$ cat config.mk
export PLATFORM = sky130hd
export DESIGN_NAME = vrshft_engine_flat
export DESIGN_NICKNAME = d
export VERILOG_FILES = /design/src/rtl/vrshft_engine_if.sv /design/src/rtl/vrshft_engine.sv /design/src/flat_wrapper.sv
export SDC_FILE = /design/constraint.sdc
export NUM_CORES = 1
export LEC_CHECK = 0
export ABC_CLOCK_PERIOD_IN_PS = 6530
export CORE_MARGIN = 3
export CORE_UTILIZATION = 60
export DETAILED_ROUTE_END_ITERATION = 8
export DONT_BUFFER_PORTS = 1
export PLACE_DENSITY = 0.76
export SYNTH_ARGS = -nofsm -noshare
export SYNTH_HDL_FRONTEND = slang
export SYNTH_SLANG_ARGS = --single-unit
$ cat constraint.sdc
create_clock -name CLK -period 6.53 [get_ports CLK]
set_input_delay 1.306 -clock CLK [delete_from_list [all_inputs] [get_ports CLK]]
set_output_delay 1.306 -clock CLK [all_outputs]
set_load 0.03 [all_outputs]
$ cat src/rtl/vrshft_engine_if.sv
// Handshake and data bundle for vrshft_engine: request/operand side plus result/status side.
interface vrshft_engine_if #(
  parameter int unsigned DATA_WIDTH  = 16,
  parameter int unsigned SHAMT_WIDTH = 5
);
  logic                   START;
  logic [2:0]             MODE;
  logic [SHAMT_WIDTH-1:0] SHAMT;
  logic [DATA_WIDTH-1:0]  D;
  logic                   RIN;
  logic                   LIN;
  logic [DATA_WIDTH-1:0]  Q;
  logic                   BUSY;
  logic                   DONE;
  logic                   OVF;

  modport master (
    output START, MODE, SHAMT, D, RIN, LIN,
    input  Q, BUSY, DONE, OVF
  );

  modport slave (
    input  START, MODE, SHAMT, D, RIN, LIN,
    output Q, BUSY, DONE, OVF
  );
endinterface

$ cat src/rtl/vrshft_engine.sv
// Multi-cycle shift engine: shifts the latched operand by up to STEP bits per clock,
// with logical, rotate, arithmetic (overflow-tracking) and rounded arithmetic-right modes.
module vrshft_engine #(
  parameter int unsigned DATA_WIDTH  = 16,
  parameter int unsigned SHAMT_WIDTH = 5,
  parameter int unsigned STEP        = 1
) (
  input logic            CLK,
  input logic            RSTN,
  vrshft_engine_if.slave bus
);
  localparam int unsigned SW = $clog2(DATA_WIDTH);
  localparam int unsigned AW = SW + 1;

  typedef enum logic [1:0] {IDLE, SHIFT, ROUND} state_e;
  typedef enum logic [2:0] {
    M_LSR  = 3'd0,
    M_LSL  = 3'd1,
    M_ROR  = 3'd2,
    M_ROL  = 3'd3,
    M_ASR  = 3'd4,
    M_ASL  = 3'd5,
    M_ASRR = 3'd6,
    M_NOP  = 3'd7
  } mode_e;

  state_e                 state_q, state_d;
  mode_e                  mode_q, mode_d;
  logic [DATA_WIDTH-1:0]  q_q, q_d;
  logic [SHAMT_WIDTH-1:0] cnt_q, cnt_d;
  logic                   rin_q, rin_d;
  logic                   lin_q, lin_d;
  logic                   ovf_q, ovf_d;
  logic                   g_q, g_d;
  logic                   done_q, done_d;

  logic [SW-1:0]          step_amt;
  logic [SW-1:0]          top_sh;
  logic [SW-1:0]          g_idx;
  logic [AW-1:0]          rot_amt;
  logic [DATA_WIDTH-1:0]  ones;
  logic [DATA_WIDTH-1:0]  shifted;
  logic [DATA_WIDTH-1:0]  top_bits;
  logic                   ovf_step;
  logic                   guard;

  // Per-step amount: the remaining count, capped at STEP.
  always_comb begin
    if (32'(cnt_q) > STEP) step_amt = SW'(STEP);
    else                   step_amt = SW'(cnt_q);
  end

  always_comb begin
    ones    = '1;
    rot_amt = AW'(DATA_WIDTH) - {1'b0, step_amt};
    top_sh  = SW'(DATA_WIDTH - 1) - step_amt;
    g_idx   = step_amt - SW'(1);
    // Sign-extending the top step_amt+1 bits down to bit 0 yields all-0 or all-1
    // exactly when those bits agree, i.e. when no significant bit leaves.
    top_bits = $unsigned($signed(q_q) >>> top_sh);
    ovf_step = (top_bits != '0) && (top_bits != '1);
    guard    = q_q[g_idx];
    case (mode_q)
      M_LSR:         shifted = (q_q >> step_amt) | (rin_q ? ~(ones >> step_amt) : '0);
      M_LSL:         shifted = (q_q << step_amt) | (lin_q ? ~(ones << step_amt) : '0);
      M_ROR:         shifted = (q_q >> step_amt) | (q_q << rot_amt);
      M_ROL:         shifted = (q_q << step_amt) | (q_q >> rot_amt);
      M_ASR, M_ASRR: shifted = $unsigned($signed(q_q) >>> step_amt);
      M_ASL:         shifted = q_q << step_amt;
      default:       shifted = q_q;
    endcase
  end

  always_comb begin
    state_d = state_q;
    mode_d  = mode_q;
    q_d     = q_q;
    cnt_d   = cnt_q;
    rin_d   = rin_q;
    lin_d   = lin_q;
    ovf_d   = ovf_q;
    g_d     = g_q;
    done_d  = 1'b0;
    case (state_q)
      IDLE: begin
        if (bus.START) begin
          q_d   = bus.D;
          mode_d = mode_e'(bus.MODE);
          cnt_d = bus.SHAMT;
          rin_d = bus.RIN;
          lin_d = bus.LIN;
          ovf_d = 1'b0;
          if (bus.SHAMT != '0 && mode_e'(bus.MODE) != M_NOP) state_d = SHIFT;
          else                                                done_d  = 1'b1;
        end
      end
      SHIFT: begin
        q_d   = shifted;
        cnt_d = cnt_q - SHAMT_WIDTH'(step_amt);
        g_d   = guard;
        if (mode_q == M_ASL && ovf_step) ovf_d = 1'b1;
        if (cnt_d == '0) begin
          if (mode_q == M_ASRR) begin
            state_d = ROUND;
          end else begin
            state_d = IDLE;
            done_d  = 1'b1;
          end
        end
      end
      ROUND: begin
        q_d     = q_q + DATA_WIDTH'(g_q);
        state_d = IDLE;
        done_d  = 1'b1;
      end
      default: state_d = IDLE;
    endcase
  end

  always_ff @(posedge CLK or negedge RSTN) begin
    if (!RSTN) begin
      state_q <= IDLE;
      mode_q  <= M_LSR;
      q_q     <= '0;
      cnt_q   <= '0;
      rin_q   <= 1'b0;
      lin_q   <= 1'b0;
      ovf_q   <= 1'b0;
      g_q     <= 1'b0;
      done_q  <= 1'b0;
    end else begin
      state_q <= state_d;
      mode_q  <= mode_d;
      q_q     <= q_d;
      cnt_q   <= cnt_d;
      rin_q   <= rin_d;
      lin_q   <= lin_d;
      ovf_q   <= ovf_d;
      g_q     <= g_d;
      done_q  <= done_d;
    end
  end

  assign bus.Q    = q_q;
  assign bus.BUSY = (state_q != IDLE);
  assign bus.DONE = done_q;
  assign bus.OVF  = ovf_q;
endmodule
$ cat src/flat_wrapper.sv
// flat-port wrapper written by rule: the top's interface ports become plain ports
module vrshft_engine_flat 
#(
  parameter int unsigned DATA_WIDTH  = 16,
  parameter int unsigned SHAMT_WIDTH = 5,
  parameter int unsigned STEP        = 1
)
  (CLK, RSTN, bus_START, bus_MODE, bus_SHAMT, bus_D, bus_RIN, bus_LIN, bus_Q, bus_BUSY, bus_DONE, bus_OVF);
  vrshft_engine_if #(.DATA_WIDTH(DATA_WIDTH), .SHAMT_WIDTH(SHAMT_WIDTH)) bus_i ();
  input logic CLK;
  input logic RSTN;
  input wire logic [$bits(bus_i.START)-1:0] bus_START;
  input wire logic [$bits(bus_i.MODE)-1:0] bus_MODE;
  input wire logic [$bits(bus_i.SHAMT)-1:0] bus_SHAMT;
  input wire logic [$bits(bus_i.D)-1:0] bus_D;
  input wire logic [$bits(bus_i.RIN)-1:0] bus_RIN;
  input wire logic [$bits(bus_i.LIN)-1:0] bus_LIN;
  output wire logic [$bits(bus_i.Q)-1:0] bus_Q;
  output wire logic [$bits(bus_i.BUSY)-1:0] bus_BUSY;
  output wire logic [$bits(bus_i.DONE)-1:0] bus_DONE;
  output wire logic [$bits(bus_i.OVF)-1:0] bus_OVF;
  assign bus_i.START = bus_START;
  assign bus_i.MODE = bus_MODE;
  assign bus_i.SHAMT = bus_SHAMT;
  assign bus_i.D = bus_D;
  assign bus_i.RIN = bus_RIN;
  assign bus_i.LIN = bus_LIN;
  assign bus_Q = bus_i.Q;
  assign bus_BUSY = bus_i.BUSY;
  assign bus_DONE = bus_i.DONE;
  assign bus_OVF = bus_i.OVF;
  vrshft_engine #(.DATA_WIDTH(DATA_WIDTH), .SHAMT_WIDTH(SHAMT_WIDTH), .STEP(STEP)) u_core (.CLK(CLK), .RSTN(RSTN), .bus(bus_i));
endmodule
==> results.txt <==
----------------------------------------------------
[Pwr]
  Power density relative to cell area ... between 600 and 700 nW/um^2
  Switching power as a share of total power ... between 60% and 70%
  Pleak ... between 1.5 and 2 nW
  Part of the total power dissipated in combinational logic ... around 64%
  VDD IR max ... about 580 uV
  Switching pwr ... 1.626 mW
  Power share of the sequential group ... around 29%
  Post-route total power ... about 2.6 mW
  Internal Pwr Total ... ~1 mW
  Proportion of power drawn by the clock network ... 6.7%

[Layout]
  Final non-filler cell total ... about 640
  Fillers ... about 640
  Diode count ... 0
  Fin nets ... just under 600
  Area growth from synthesis to layout ... 0.5599%
  Fraction of layout cells with a size suffix above 1 ... 8.044%

[CTS]
  Insertion delay to the later sink of the worst-skew pair ... roughly 0.31 ns
  TritonCTS Sinks ... 31
  Depth of the CTS H-tree ... 2
  Hold-fix buffers at CTS ... 0
  TritonCTS clock tree ... built
  Post CTS Setup Buffer Count ... 0
  Root buffer cell ... sky130_fd_sc_hd__clkbuf_8
  Number of buffers created by CTS ... 5
  CTS clock-pin slew for the worst setup and hold paths ... roughly 0.09 ns
  Number of buffers on the longest clock path ... 2
  # resized after CTS ... 0

[STA]
  WHS ... about 0.56 ns
  Setup repair after global routing missed its margin ... no
  Minimum period implied by the final worst setup slack ... ~4.5 ns
  Highest achievable clock rate ... between 200 and 250 MHz
  Number of pins exceeding their max-slew limit in the final report ... 0
  Final worst clock skew ... between 0.005 and 0.006 ns
  Transition at the pin with the smallest max-transition slack ... 1.093 ns
  Final critical-path share of the clock period ... slightly below 70%
  Number of hold violations in the final report ... 0
  Headroom to the max-slew limit ... 26.90%
  Summed negative setup slack over all endpoints ... 0 ns
  Final count of negative-setup-slack endpoints ... 0

[Drt]
  Count of TritonRoute iterations in the first routing pass ... 8
  Number of design rule violations left after detail routing ... 0
  Detailed-route wire length ... roughly 17 mm
  Wire per inst ... about 27 um
  Number of DRC markers in iteration 0 ... between 1,000 and 1,500
  Antenna viol nets, final ... 0
  Via/cell ratio ... 7.977
  Detailed-route via count ... approximately 5,100

[Die]
  Row Count ... 30
  Core outline area ... around 6800 um^2
  Vertical die dimension ... 90.13 um
  Starting Density ... between 60% and 70%
  Overall die width ... ~90 um
  Number of top-level pins ... 48
  Floorplan die area ... 8123 um^2

[Yosys]
  Post-synthesis sequential area ratio ... a little under a fifth
  Top-count cell post-synth ... sky130_fd_sc_hd__a21oi_1
  Async set-reset flop share out of synthesis ... between 90% and 100%
  Post-synth top area share ... between 10% and 20%
  Most used DFF post-synth ... sky130_fd_sc_hd__dfrtp_1
  Total of flip-flops plus latches after synthesis ... 31
  Number of synthesis warnings ... 0
  Count of different cell masters after synthesis ... ~80
  Number of instances in the synthesized netlist ... a little under 600
  Synthesized area divided by synthesized cell count ... ~7.2 um^2
  Dominant cell type by area after synthesis ... sky130_fd_sc_hd__dfrtp_1
  Synthesized area ... between 4000 and 5000 um^2
  Leading cell types by count after synthesis ... 61 x sky130_fd_sc_hd__a21oi_1, 52 x sky130_fd_sc_hd__nor2_1, 45 x sky130_fd_sc_hd__o21ai_0
  Top post-synthesis cells by area ... sky130_fd_sc_hd__dfrtp_1 18%, sky130_fd_sc_hd__a21oi_1 7.2%, sky130_fd_sc_hd__o21ai_0 5.3%
  EDFF count, synth ... 0

[Critical path]
  Critical path class ... register to register
  Setup crit start kind ... register
  Peak fanout along the critical path ... 30
  Critical Path RT ... approximately 6.7 ns
  Worst Setup End Kind ... register
  Critical path data arrival time ... around 4.7 ns

[Outcome]
  Status ... finished clean

[Placement]
  Quantity of I/O buffers inserted on ports ... 0
  Gp weighted congestion ... around 1.1
  Number of placed cells counting well taps ... 635
  Dpl hpwl ... approximately 12 mm

[Global route]
  Global route total overflow ... 0
  Largest net degree at the start of global routing ... just over 50
  Overall global routing resource usage ... between 40% and 50%
  Via count of the first global-routing pass ... a little under 5,000
  Global-route wire length before repair ... between 20 and 30 mm
  Antenna violations before repair ... 0

[Min path]
  Class of the tightest hold or removal check ... register to register

[Job]
  Maximum capacitance violations ... 0

----------------------------------------------------
==> critical path: stages (launching register included) <==
cell and delay [ns]:
sky130_fd_sc_hd__dfrtp_1 0.50, sky130_fd_sc_hd__nor3_4 0.19, sky130_fd_sc_hd__buf_4 0.28, sky130_fd_sc_hd__nand2_1 0.09, sky130_fd_sc_hd__buf_4 0.26, sky130_fd_sc_hd__inv_2 0.30
sky130_fd_sc_hd__ha_1 0.34, sky130_fd_sc_hd__ha_1 0.50, sky130_fd_sc_hd__nor3_1 0.94, sky130_fd_sc_hd__a41oi_1 0.20, sky130_fd_sc_hd__a211oi_1 0.38, sky130_fd_sc_hd__o32ai_1 0.17
sky130_fd_sc_hd__o31ai_1 0.25
==> layout make-up <==
cell class / count / area [um^2] / share of cell area, %
inverters: 17 / 63.81 / 1.494
clock inverters: 3 / 23.77 / 0.5567
flip-flops and latches: 31 / 775.7 / 18.17
multi-input cells: 484 / 3166 / 74.13
clock buffers: 5 / 68.82 / 1.611
well taps: 96 / 120.1 / 2.813
repair buffers: 7 / 52.55 / 1.231
==> power by group through the flow <==
| stage | sequential, mW | combinational, mW | clock (mW) |
|---|---|---|---|
| after floorplan | 0.478 | 1.38 | 0 |
| after global placement | 0.728 | 1.58 | 0 |
| after detailed placement | 0.734 | 1.58 | 0 |
| after CTS | 0.727 | 1.59 | 0.167 |
| after global routing | 0.766 | 1.81 | 0.177 |
| final | 0.766 | 1.68 | 0.174 |
==> path summary, 6_finish.rpt <==
check / startpoint / slack (ns) / cells past startpoint / endpoint
max in group asynchronous: RSTN / 5.75 / 0 / u_core.bus.Q[7]
worst max register to register: u_core.cnt_q[2] / 2.02 / 12 / u_core.bus.Q[6]
worst min-delay path: u_core.g_q / 0.56 / 2 / u_core.g_q
worst max-delay path: u_core.cnt_q[2] / 2.02 / 12 / u_core.bus.Q[6]
worst min register to register: u_core.g_q / 0.56 / 2 / u_core.g_q
min in group asynchronous: RSTN / 0.68 / 0 / u_core.bus.OVF
==> routing by layer <==
metal	vias to the layer above	track usage (%)	wire length (um)
met5	-	0	0
met4	0	17.86	1135
met3	138	18.74	3017
met2	517	57.81	6841
met1	2293	55.79	6323
li1	2181	-	-
==> layout by cell type, fill, tap and decap left out, drive strengths merged, types with 4 or more instances in the layout <==
| cell | count |
|---|---|
| xnor2 | 6 |
| mux4 | 4 |
| buf | 7 |
| nand3b | 4 |
| a311oi | 6 |
| mux2 | 7 |
| ha | 12 |
| o21ai | 46 |
| o32ai | 11 |
| a21o | 10 |
| nor4 | 5 |
| nor3 | 14 |
| a31oi | 9 |
| nor2 | 54 |
| dfrtp | 31 |
| conb | 4 |
| o31ai | 10 |
| mux2i | 5 |
| o211ai | 6 |
| nor2b | 6 |
| a2bb2oi | 4 |
| o221ai | 5 |
| nand2b | 10 |
| nand2 | 39 |
| a221oi | 12 |
| a22oi | 9 |
| nand3 | 25 |
| clkbuf | 5 |
| or3 | 15 |
| nand4 | 7 |
| o22ai | 17 |
| inv | 17 |
| a21oi | 61 |
| a211oi | 8 |
| and3 | 6 |
==> per-stage QoR <==
stage                     utilization (%)  worst slack [ns]  cell area [um^2]
after floorplan                         -             3.510              4254
after global placement              61.15             2.285              4178
after detailed placement            61.15             2.230              4178
after CTS                           62.51             2.210              4270
after global routing                62.51             1.896              4270
final                               62.51             2.019              4270
==> flip-flops by register name, indices dropped and copies added, names as in the netlist <==
register / count
u_core.bus.Q: 16
u_core.cnt_q: 5
u_core.mode_q: 3
u_core.state_q: 2
u_core.bus.DONE: 1
u_core.bus.OVF: 1
u_core.g_q: 1
u_core.lin_q: 1
u_core.rin_q: 1
==> cell families (layout without fill, tap and decap cells) <==
group	after synthesis	count (layout)	synth area share (%)
and+or+nand+nor	198	198	24.46
adders and majority gates	12	12	3.536
AOI/OAI and AO/OA	246	246	39.39
muxes	16	16	5.156
buffers and inverters	73	32	7.366
DFF	31	31	18.27
xor gates and xnor gates	8	8	1.650
other	2	4	0.1768
No activity file was read; power rests on OpenSTA's default activity.
